$ cat config.mk
export PLATFORM = sky130hd
export DESIGN_NAME = prog_loader
export DESIGN_NICKNAME = d
export VERILOG_FILES = /design/src/rtl/prog_loader.sv
export SDC_FILE = /design/constraint.sdc
export NUM_CORES = 1
export LEC_CHECK = 0
export CORE_ASPECT_RATIO = 0.75
export CORE_MARGIN = 5
export CORE_UTILIZATION = 50
export CTS_BUF_LIST = sky130_fd_sc_hd__clkbuf_4
export DETAILED_ROUTE_END_ITERATION = 7
export GPL_ROUTABILITY_DRIVEN = 0
export GPL_TIMING_DRIVEN = 1
export PLACE_DENSITY = 0.79
export RECOVER_POWER = 100
export SETUP_SLACK_MARGIN = 0.5
export SYNTH_ARGS = -nofsm -noshare
export SYNTH_HDL_FRONTEND = slang
export SYNTH_SLANG_ARGS = --single-unit
$ cat constraint.sdc
create_clock -name clk -period 2.6 [get_ports clk]
set_clock_uncertainty 0.1 [all_clocks]
set_input_delay 0.26 -clock clk [delete_from_list [all_inputs] [get_ports clk]]
set_output_delay 0.26 -clock clk [all_outputs]
set_load 0.005 [all_outputs]
$ cat src/rtl/prog_loader.sv
// prog_loader: streams a little-endian byte program into instruction memory while
// holding the core in reset, then runs it through a start/done handshake with a timeout.
module prog_loader #(
    parameter int ADDR_W  = 8,
    parameter int TIMEOUT = 1000
) (
    input  logic              clk,
    input  logic              rst,
    input  logic              go,
    input  logic [ADDR_W:0]   load_len,
    input  logic              byte_valid,
    input  logic [7:0]        byte_data,
    output logic              byte_ready,
    output logic              imem_we,
    output logic [ADDR_W-1:0] imem_addr,
    output logic [31:0]       imem_wdata,
    output logic              cpu_rst,
    output logic              cpu_start,
    input  logic              cpu_done,
    output logic              busy,
    output logic              done,
    output logic              err,
    output logic [15:0]       cycle_count
);

    typedef enum logic [2:0] {
        S_IDLE,
        S_LOAD,
        S_WRITE,
        S_RELEASE,
        S_WAIT,
        S_FINISH
    } state_t;

    localparam logic [ADDR_W:0] MAX_LEN   = {1'b1, {ADDR_W{1'b0}}};
    localparam logic [ADDR_W:0] ONE_W     = {{ADDR_W{1'b0}}, 1'b1};
    localparam logic [15:0]     TIMEOUT_C = 16'(TIMEOUT);

    state_t              state_q;
    logic [ADDR_W:0]     len_q;
    logic [ADDR_W:0]     word_idx_q;
    logic [ADDR_W:0]     word_idx_d;
    logic [1:0]          byte_idx_q;
    logic [23:0]         word_q;
    logic [15:0]         cycle_count_q;
    logic [15:0]         cycle_count_d;
    logic                byte_ready_q;
    logic                imem_we_q;
    logic [ADDR_W-1:0]   imem_addr_q;
    logic [31:0]         imem_wdata_q;
    logic                cpu_rst_q;
    logic                cpu_start_q;
    logic                busy_q;
    logic                done_q;
    logic                err_q;

    assign word_idx_d    = word_idx_q + ONE_W;
    assign cycle_count_d = cycle_count_q + 16'd1;

    // Byte handshake: a byte transfers on every rising edge where byte_valid && byte_ready;
    // the source keeps byte_data stable while byte_valid is high and not yet accepted.
    always_ff @(posedge clk) begin
        if (rst) begin
            state_q       <= S_IDLE;
            len_q         <= '0;
            word_idx_q    <= '0;
            byte_idx_q    <= '0;
            word_q        <= '0;
            cycle_count_q <= '0;
            byte_ready_q  <= 1'b0;
            imem_we_q     <= 1'b0;
            imem_addr_q   <= '0;
            imem_wdata_q  <= '0;
            cpu_rst_q     <= 1'b1;
            cpu_start_q   <= 1'b0;
            busy_q        <= 1'b0;
            done_q        <= 1'b0;
            err_q         <= 1'b0;
        end else begin
            imem_we_q <= 1'b0;
            case (state_q)
                S_IDLE, S_FINISH: begin
                    if (go) begin
                        done_q        <= 1'b0;
                        err_q         <= 1'b0;
                        cycle_count_q <= '0;
                        word_idx_q    <= '0;
                        byte_idx_q    <= '0;
                        len_q         <= load_len;
                        cpu_rst_q     <= 1'b1;
                        cpu_start_q   <= 1'b0;
                        if (load_len > MAX_LEN) begin
                            state_q <= S_FINISH;
                            done_q  <= 1'b1;
                            err_q   <= 1'b1;
                            busy_q  <= 1'b0;
                        end else if (load_len == '0) begin
                            state_q   <= S_RELEASE;
                            busy_q    <= 1'b1;
                            cpu_rst_q <= 1'b0;
                        end else begin
                            state_q      <= S_LOAD;
                            busy_q       <= 1'b1;
                            byte_ready_q <= 1'b1;
                        end
                    end
                end
                S_LOAD: begin
                    if (byte_valid && byte_ready_q) begin
                        if (byte_idx_q == 2'd3) begin
                            // The 4th byte goes straight into the write data, not the word register.
                            state_q      <= S_WRITE;
                            byte_ready_q <= 1'b0;
                            imem_we_q    <= 1'b1;
                            imem_addr_q  <= word_idx_q[ADDR_W-1:0];
                            imem_wdata_q <= {byte_data, word_q};
                            byte_idx_q   <= 2'd0;
                        end else begin
                            case (byte_idx_q)
                                2'd0:    word_q[7:0]   <= byte_data;
                                2'd1:    word_q[15:8]  <= byte_data;
                                default: word_q[23:16] <= byte_data;
                            endcase
                            byte_idx_q <= byte_idx_q + 2'd1;
                        end
                    end
                end
                S_WRITE: begin
                    word_idx_q <= word_idx_d;
                    if (word_idx_d == len_q) begin
                        state_q   <= S_RELEASE;
                        cpu_rst_q <= 1'b0;
                    end else begin
                        state_q      <= S_LOAD;
                        byte_ready_q <= 1'b1;
                    end
                end
                S_RELEASE: begin
                    state_q     <= S_WAIT;
                    cpu_start_q <= 1'b1;
                end
                S_WAIT: begin
                    if (cpu_done) begin
                        state_q     <= S_FINISH;
                        done_q      <= 1'b1;
                        err_q       <= 1'b0;
                        busy_q      <= 1'b0;
                        cpu_start_q <= 1'b0;
                    end else begin
                        cycle_count_q <= cycle_count_d;
                        if (cycle_count_d == TIMEOUT_C) begin
                            state_q     <= S_FINISH;
                            done_q      <= 1'b1;
                            err_q       <= 1'b1;
                            busy_q      <= 1'b0;
                            cpu_start_q <= 1'b0;
                            cpu_rst_q   <= 1'b1;
                        end
                    end
                end
                default: state_q <= S_IDLE;
            endcase
        end
    end

    assign byte_ready  = byte_ready_q;
    assign imem_we     = imem_we_q;
    assign imem_addr   = imem_addr_q;
    assign imem_wdata  = imem_wdata_q;
    assign cpu_rst     = cpu_rst_q;
    assign cpu_start   = cpu_start_q;
    assign busy        = busy_q;
    assign done        = done_q;
    assign err         = err_q;
    assign cycle_count = cycle_count_q;

endmodule

Word-level counts from Yosys, hierarchy flattened
Cells that the tools add are included.
- $add $sub $neg: 3
- magnitude comparators: 1
- equality and inequality tests: 19
- mux-type cells: 46
- bitwise operators: 4
- reduce and logical (&&, ||, !) cells: 26
- operators with widths (cell ; number):
    $mux 16 ; 2
    $pmux 16 s2 ; 1
    $mux 1 ; 22
    $mux 3 ; 6
    $ne 2x2->1 const B ; 9
    $pmux 9 s2 ; 1
    $add 16x1->16 const B ; 1
    $eq 16x10->1 const B ; 1
    $reduce_and 4->1 ; 4
    $pmux 3 s5 ; 1
    $reduce_and 3->1 ; 5
    $mux 2 ; 5
    $add 9x1->9 const B ; 1
    $eq 9x9->1 ; 1
    $gt 9x9->1 const B ; 1
    $logic_not 9->1 ; 1
    $mux 9 ; 1
    $pmux 1 s3 ; 3
    $reduce_bool 3->1 ; 3
    $reduce_and 7->1 ; 1
    $eq 3x2->1 const B ; 2
    $eq 3x3->1 const B ; 2
    $pmux 1 s2 ; 3
    $reduce_bool 2->1 ; 3
    14 further kinds ; 19
- register bits: 110
- bits of input ports: 22
- output and inout bits: 63
- word-level logic and storage cells: 116

Logic depth before layout (Yosys ltp)
Gate-level depths: netlist of run 1.
- word-level depth: 5
- gate-level depth with buffers: 9
- mapped depth without buffers: 7

Worst setup path before layout of run 1
No wires, ideal clock.
- kind: reg-to-reg
- start point: register word_idx_q[1]
- end point: register cpu_rst_q (netlist: cpu_rst)
- setup time: 131 ps
- arrival: 2164 ps
- required time: 2369 ps
- path slack: 205 ps
- cell stages (with the launch flop): 8
- buffers on the path: 0
- period minus slack after synthesis: 2395 ps
- cell sequence: dfxtp_1 ha_1 nand3_2 xnor2_1 a2111o_1 or4_4 a2111oi_4 nor3_1
- word-level cells in the longest chain between the ends: 4
- ends and longest elaborated chain (what ; RTL line ; source):
    start, declared ; 41 ; logic [ADDR_W:0] word_idx_q;
    start signal, assigned ; 129 ; word_idx_q <= word_idx_d;
    $add 9x1->9 ; 57 ; assign word_idx_d = word_idx_q + ONE_W;
    $eq 9x9->1 ; 130 ; if (word_idx_d == len_q) begin
    $ne 2x2->1 (no line) ; -- ;
    $reduce_and 5->1 (no line) ; -- ;
    end signal, assigned ; 74 ; cpu_rst_q <= 1'b1;
    end signal, assigned ; 132 ; cpu_rst_q <= 1'b0;
    end signal, assigned ; 157 ; cpu_rst_q <= 1'b1;
    end, declared ; 51 ; logic cpu_rst_q;
Every way passes these cells.
A chain may end at the register's enable or synchronous reset.

Final worst setup path of run 1
- start point: register word_idx_q[0]
- end point: register state_q[1]
- word-level cells in the longest chain between the ends: 4
- ends and longest elaborated chain (what ; RTL line ; source):
    $add 9x1->9 ; 57 ;
    $eq 9x9->1 ; 130 ;
    $mux 2 ; 130 ;
    $pmux 3 s5 ; 81 ; case (state_q)
    end signal, assigned ; 64 ; state_q <= S_IDLE;
    end signal, assigned ; 131 ; state_q <= S_RELEASE;
    end signal, assigned ; 134 ; state_q <= S_LOAD;
    end, declared ; 39 ; state_t state_q;
Every way passes these cells.

==> results of run 1 <==
==> timing repair <==
action | 4_1_cts | 5_1_grt
endpoints found under the setup margin | 65 | 31
resized for setup | 25 | 34
buffers inserted | 11 | 6
pin swaps | 6 | 10
cloned | 0 | 0
==> stage by stage <==
step | power (mW) | cell area (sq um) | hold slack [ns]
after floorplan | 2.40 | 5060 | 0.296
after global placement | 2.63 | 6000 | 0.342
after detailed placement | 2.65 | 6000 | 0.346
after CTS | 3.51 | 6310 | 0.134
after global routing | 3.66 | 6410 | 0.167
final | 3.49 | 6410 | 0.163
==> cell type report <==
class                   instances  area, sq um
multi-input cells             466         2720
clock buffers                   9         67.6
fillers                       818         3330
inverters                      11         41.3
flip-flops and latches        110         2220
well taps                     132          165
repair buffers                120         1120
clock inverters                 7         72.6
==> power by group through the flow <==
stage          combinational (mW)  sequential [mW]  clock (mW)
3_3_place_gp                0.744             1.88           0
6_report                    0.787             1.85       0.851
5_1_grt                     0.868             1.86       0.937
4_1_cts                     0.779             1.85       0.879
2_1_floorplan               0.551             1.85           0
3_5_place_dp                0.763             1.88           0
==> cell families after synthesis <==
logic type	Yosys count
buffers and inverters	60
xor gates and xnor gates	14
AOI/OAI and AO/OA	150
DFF	110
and+or+nand+nor	278
adders and majority gates	7
muxes	17
==> Yosys cell counts, drive strengths merged, types with 3 or more instances <==
cell,count
buf,10
nand3,27
or3,3
nand3b,3
clkbuf,39
inv,11
a311oi,8
or4,4
nand2,127
a21o,4
a21oi,84
nand4,5
mux2i,16
a31oi,10
xor2,4
nor2,60
nor3,13
nor3b,9
nor4,8
o21a,3
ha,7
and2,5
nand2b,3
o21ai,20
xnor2,10
dfxtp,110
and3,6
==> registers in the layout, indices dropped and copies added (netlist names) <==
name / flops
busy: 1
byte_idx_q: 2
byte_ready: 1
cpu_rst: 1
cpu_start: 1
cycle_count: 16
done: 1
err: 1
imem_addr: 8
imem_wdata: 32
imem_we: 1
len_q: 9
state_q: 3
word_idx_q: 9
word_q: 24
==> metal layers <==
metal / share of wire / wire length, um
met5: 0 / 0
met4: 0.024 / 332
met3: 0.065 / 910
met2: 0.47 / 6510
met1: 0.45 / 6220
==> worst paths after layout <==
path	to	cells after the start
setup reg to reg	state_q[1]	7
hold reg to reg	imem_wdata[25]	2
hold / removal	cycle_count[11]	2
setup / recovery	state_q[1]	7
==> results.py, run 1 <==
metrics = {
    "synth": {
        "synth-seq-cells": 110,
        "dominant_combinational_cell_family_by_area_after_synthesis": "simple AND/OR/NAND/NOR gates",
        "synth_cell_type_count": 59,
        "async_flop_share": 0,
        "yosys.area.top_type_share": 0.439,
        "yosys.area.top_type": "sky130_fd_sc_hd__dfxtp_1",
        "synth_edf_count": 0,
        "post_synthesis_simple_gate_area_fraction": 0.255,
        "synth_area_in_xor_xnor": 0.0245,
        "post_synth_instance_area_sq_um": 5010,
        "adder_and_majority_gate_portion_of_the_synthesized_area": 0.0175,
        "synth_compound_gate_area_share": 0.180,
        "synth_flop_cell": "sky130_fd_sc_hd__dfxtp_1",
        "synth.net_count": 665,
        "avgSynthCellArea_sq_um": 7.88,
        "syn-instance-count": 636,
        "yosys_warn_count": 0,
        "post_synth_mux_area_share": 0.0342,
        "synth_seq_area_share": 0.439,
        "ys_top_cells_by_area": "sky130_fd_sc_hd__dfxtp_1 44%, sky130_fd_sc_hd__nand2_1 9.5%, sky130_fd_sc_hd__a21oi_1 8.4%",
    },
    "final_layout": {
        "layout_commonest_cell": "sky130_fd_sc_hd__nand2_1",
        "area.growth.synth_to_final_pct": 27.8,
        "layout_net_count": 747,
        "share_of_final_layout_standard_cells_stronger_than_drive_strength_1": 0.118,
        "final_util": 0.658,
        "total_inserted_antenna_cells": 0,
        "most-common-layout-cells": "126 x sky130_fd_sc_hd__nand2_1, 104 x sky130_fd_sc_hd__dfxtp_1, 84 x sky130_fd_sc_hd__a21oi_1",
        "layoutNonFillerInstCount": 855,
    },
    "setup_path": {
        "regToRegSetupSlack_ns": 0.26,
        "crit_buf_inv": 1,
        "critical_path_type": "reg -> reg",
        "regToRegStartpoint": "word_idx_q[0]",
        "first_element_of_the_critical_path": "word_idx_q[0]",
        "cpPeakStageDelay_ns": 0.50,
        "path_delay_family": "compound AO/OA/AOI/OAI gates",
        "cp-end-kind": "flop",
        "worstPathArrival_ns": 2.64,
        "critical_path.startpoint_type": "flop",
        "critical_path_required_ns": 2.90,
        "crit_path_cell_trace": "ha_4 > nand3_4 > xnor2_2 > a2111o_1 > or4_1 > clkbuf_1 > a311oi_2",
        "max_fanout_on_critical_path": 7,
        "cpMaxStageDelayCell": "sky130_fd_sc_hd__or4_1",
    },
    "clock_tree": {
        "numCtsBuffers": 9,
        "clockBufferDepth": 2,
        "worst_setup_hold_path_clk_slew_ns": 0.18,
        "clock-root-buffer": "sky130_fd_sc_hd__clkbuf_4",
        "ctsHtreeMaxLevel": 3,
        "clock-sinks": 110,
        "cts_hold_buf": 0,
        "worstSkewPairLatency_ns": 0.47,
        "tritoncts_clock_tree": "built",
    },
    "sta": {
        "timing.final.crit_share": 0.901,
        "final_period_minus_worst_setup_slack_ns": 2.34,
        "tns_ns": 0,
        "timing_worst_slew_pin_value_ns": 0.675,
        "rsz0062_at_grt": "yes",
        "finalSetupViolCount": 0,
        "final-max-slew-violation-count": 0,
        "max_slew_headroom": 0.550,
        "post_layout_worst_setup_margin_ns": 0.256,
        "fmax_mhz": 427,
        "finalHoldViolations": 0,
    },
    "grt": {
        "global_route.overflow_total": 0,
        "first_global_vias": 4701,
        "global_route.usage.met1": 0.296,
        "grt_max_degree": 58,
        "grt_busiest_layer": "met2",
        "groute.usage.overall": 0.220,
        "grt_antenna_before_repair": 0,
        "grt_first_pass_wirelength_um": 22500,
        "met2_usage": 0.348,
        "global_route.usage.met3": 0.0490,
    },
    "power": {
        "pwr-share-clk": 0.244,
        "seq_power_share": 0.530,
        "switchingPower_mw": 1.20,
        "power.internal_mw": 2.29,
        "ir_drop_v": 0.000354,
        "power.share.combinational": 0.226,
        "netSwitchingFraction": 0.343,
        "power.density_cell_area_nw_per_um2": 544,
        "cellLeakagePower_nw": 2.31,
    },
    "place": {
        "place_inst": 822,
        "place_worst_setup_slack_ns": 0.151,
        "port_buffers": 84,
        "post-dp-hpwl_um": 9540,
    },
    "floorplanning": {
        "fp.coreArea_sq_um": 9740,
        "start_util": 0.515,
        "die_y_um": 96.7,
        "num_io_pins": 85,
        "std_cell_rows": 31,
        "die-area_sq_um": 12200,
        "die_w_um": 126,
    },
    "route": {
        "vias_per_cell": 5.74,
        "drt_drc_violations_left": 0,
        "drt-total-wl_um": 14000,
        "drtIter0Drc": 380,
        "avgRoutedWirePerCell_um": 16.4,
        "drtAntennaViolNets": 0,
        "dr.pass1.iters": 5,
        "num_vias": 4910,
    },
    "worst_hold_path": {
        "min-delay-path-class": "in -> reg",
        "min_from": "rst",
    },
    "outcome": {
        "status": "finished, final reports clean",
    },
    "run": {
        "maxCapViolations": 0,
    },
}
(Power assumes the default switching activity.)
==> run 2, diff against run 1 <==
--- a/config.mk
+++ b/config.mk
@@ -12,7 +12,7 @@
 export DETAILED_ROUTE_END_ITERATION = 7
 export GPL_ROUTABILITY_DRIVEN = 0
 export GPL_TIMING_DRIVEN = 1
-export PLACE_DENSITY = 0.79
+export PLACE_DENSITY = 0.76
 export RECOVER_POWER = 100
 export SETUP_SLACK_MARGIN = 0.5
 export SYNTH_ARGS = -nofsm -noshare
==> constraint.sdc (replaced) <==
create_clock -name clk -period 2.95 [get_ports clk]
set_clock_uncertainty 0.1 [all_clocks]
set_input_delay 0.295 -clock clk [delete_from_list [all_inputs] [get_ports clk]]
set_output_delay 0.295 -clock clk [all_outputs]
set_load 0.005 [all_outputs]
==> run 2 against run 1 <==
Effect of this change:
- global-route usage shrank 0.92 points
- critical path depth stayed put
- setup slack improved by 0.18 ns
- maximum frequency fell by 6.7%
- flip-flop and latch count did not move
- worst hold slack better by 0.092 ns
- final cell count fell by 1.9%
- first-iteration DRC count is 36% higher
- register-to-register slack gained 0.18 ns
- wire length decreased by 6.3%
- highest routed layer unchanged
==> results.py, run 2 (same netlist as run 1, synthesis figures left out) <==
metrics = {
    "sta": {
        "finalHoldViolations": 0,
        "tns_ns": 0,
        "max_slew_headroom": 0.458,
        "timing_worst_slew_pin_value_ns": 0.813,
        "final_period_minus_worst_setup_slack_ns": 2.51,
        "timing.final.crit_share": 0.852,
        "final-max-slew-violation-count": 0,
        "whs_ns": 0.255,
        "rsz0062_at_grt": "no",
        "post_layout_worst_setup_margin_ns": 0.437,
        "fmax_mhz": 398,
        "finalSetupViolCount": 0,
    },
    "floorplanning": {
        "die_y_um": 96.7,
        "fp.coreArea_sq_um": 9740,
        "die-area_sq_um": 12200,
        "die_w_um": 126,
        "start_util": 0.515,
        "num_io_pins": 85,
        "std_cell_rows": 31,
    },
    "route": {
        "num_vias": 4763,
        "drt-total-wl_um": 13100,
        "vias_per_cell": 5.68,
        "dr.pass1.iters": 5,
        "drt_drc_violations_left": 0,
        "drtIter0Drc": 515,
        "avgRoutedWirePerCell_um": 15.6,
        "drtAntennaViolNets": 0,
    },
    "clock_tree": {
        "worstSkewPairLatency_ns": 0.48,
        "clock-sinks": 110,
        "clock-root-buffer": "sky130_fd_sc_hd__clkbuf_4",
        "numCtsBuffers": 9,
        "tritoncts_clock_tree": "built",
        "clockBufferDepth": 2,
        "ctsHtreeMaxLevel": 3,
        "worst_setup_hold_path_clk_slew_ns": 0.19,
    },
    "power": {
        "cellLeakagePower_nw": 2.18,
        "power.density_cell_area_nw_per_um2": 497,
        "power_mw": 3.06,
        "ir_drop_v": 0.000309,
    },
    "place": {
        "place_worst_setup_slack_ns": 0.305,
        "port_buffers": 84,
        "post-dp-hpwl_um": 9080,
    },
    "grt": {
        "first_global_vias": 4405,
        "global_route.overflow_total": 0,
        "grt_first_pass_wirelength_um": 21700,
        "groute.usage.overall": 0.210,
        "grt_max_degree": 80,
        "grt_antenna_before_repair": 0,
    },
    "worst_hold_path": {
        "min-delay-path-class": "in -> reg",
    },
    "final_layout": {
        "total_inserted_antenna_cells": 0,
        "most-common-layout-cells": "127 x sky130_fd_sc_hd__nand2_1, 105 x sky130_fd_sc_hd__dfxtp_1, 84 x sky130_fd_sc_hd__a21oi_1",
        "layout_commonest_cell": "sky130_fd_sc_hd__nand2_1",
        "share_of_final_layout_standard_cells_stronger_than_drive_strength_1": 0.0736,
        "largest_register_ffs": 32,
        "area.growth.synth_to_final_pct": 23.0,
        "layout_net_count": 731,
    },
    "setup_path": {
        "worstPathArrival_ns": 2.84,
        "critical_path.startpoint_type": "flop",
        "cp-end-kind": "flop",
        "max_fanout_on_critical_path": 33,
        "critical_path_type": "reg -> reg",
        "critical_path_required_ns": 3.27,
    },
    "run": {
        "maxCapViolations": 0,
    },
    "outcome": {
        "status": "finished, final reports clean",
    },
}
[run 2: final timing paths]
check	startpoint	end	slack (ns)	depth (start not counted)
worst max-delay path	state_q[0]	imem_wdata[18]	0.44	7
worst min-delay path	rst	cycle_count[13]	0.26	2
worst max register to register	state_q[0]	imem_wdata[18]	0.44	7
worst min register to register	word_q[16]	imem_wdata[16]	0.36	2
[run 2: timing repair]
action / in CTS / in global routing
buffers inserted: 0 / 4
pin swaps: 0 / 3
setup endpoints to repair: 8 / 39
hold buffers: 0 / 0
gates resized for setup: 10 / 17
[run 2: stage by stage]
step | utilization | instance area [sq um] | std cells
2_1_floorplan | - | 5010 | 636
3_3_place_gp | 0.610 | 5940 | 819
3_5_place_dp | 0.610 | 5940 | 819
4_1_cts | 0.629 | 6120 | 835
5_1_grt | 0.633 | 6160 | 839
6_report | 0.633 | 6160 | 839
[run 2: metal layers]
metal  GRT usage  part of all wire
met5           0                 0
met4      0.0508             0.012
met3      0.0468             0.061
met2       0.324              0.46
met1       0.300              0.47
[run 2: where the power goes]
part / leakage, nW / total [mW] / internal [mW] / switching [mW]
logic: 1.21 / 0.660 / 0.253 / 0.407
clock network: 0.0790 / 0.765 / 0.205 / 0.560
registers: 0.892 / 1.64 / 1.55 / 0.0858
total: 2.18 / 3.06 / 2.01 / 1.05
[run 2: area by class of cell]
class	instances	area [sq um]
Inverter	11	41.3
Timing Repair Buffer	104	978
Clock buffer	9	67.6
Multi-Input combinational cell	466	2620
Clock inverter	7	78.8
Fill cell	837	3570
Sequential cell	110	2210
Tap cell	132	165
[run 2: critical path, cell delays in order (launching register included)]
cell and delay, ns:
sky130_fd_sc_hd__dfxtp_1 0.57, sky130_fd_sc_hd__inv_1 0.23, sky130_fd_sc_hd__nor3_1 0.32, sky130_fd_sc_hd__and3_1 0.25, sky130_fd_sc_hd__and2_0 0.50, sky130_fd_sc_hd__buf_12 0.26
sky130_fd_sc_hd__nand2_1 0.09, sky130_fd_sc_hd__a21oi_1 0.13
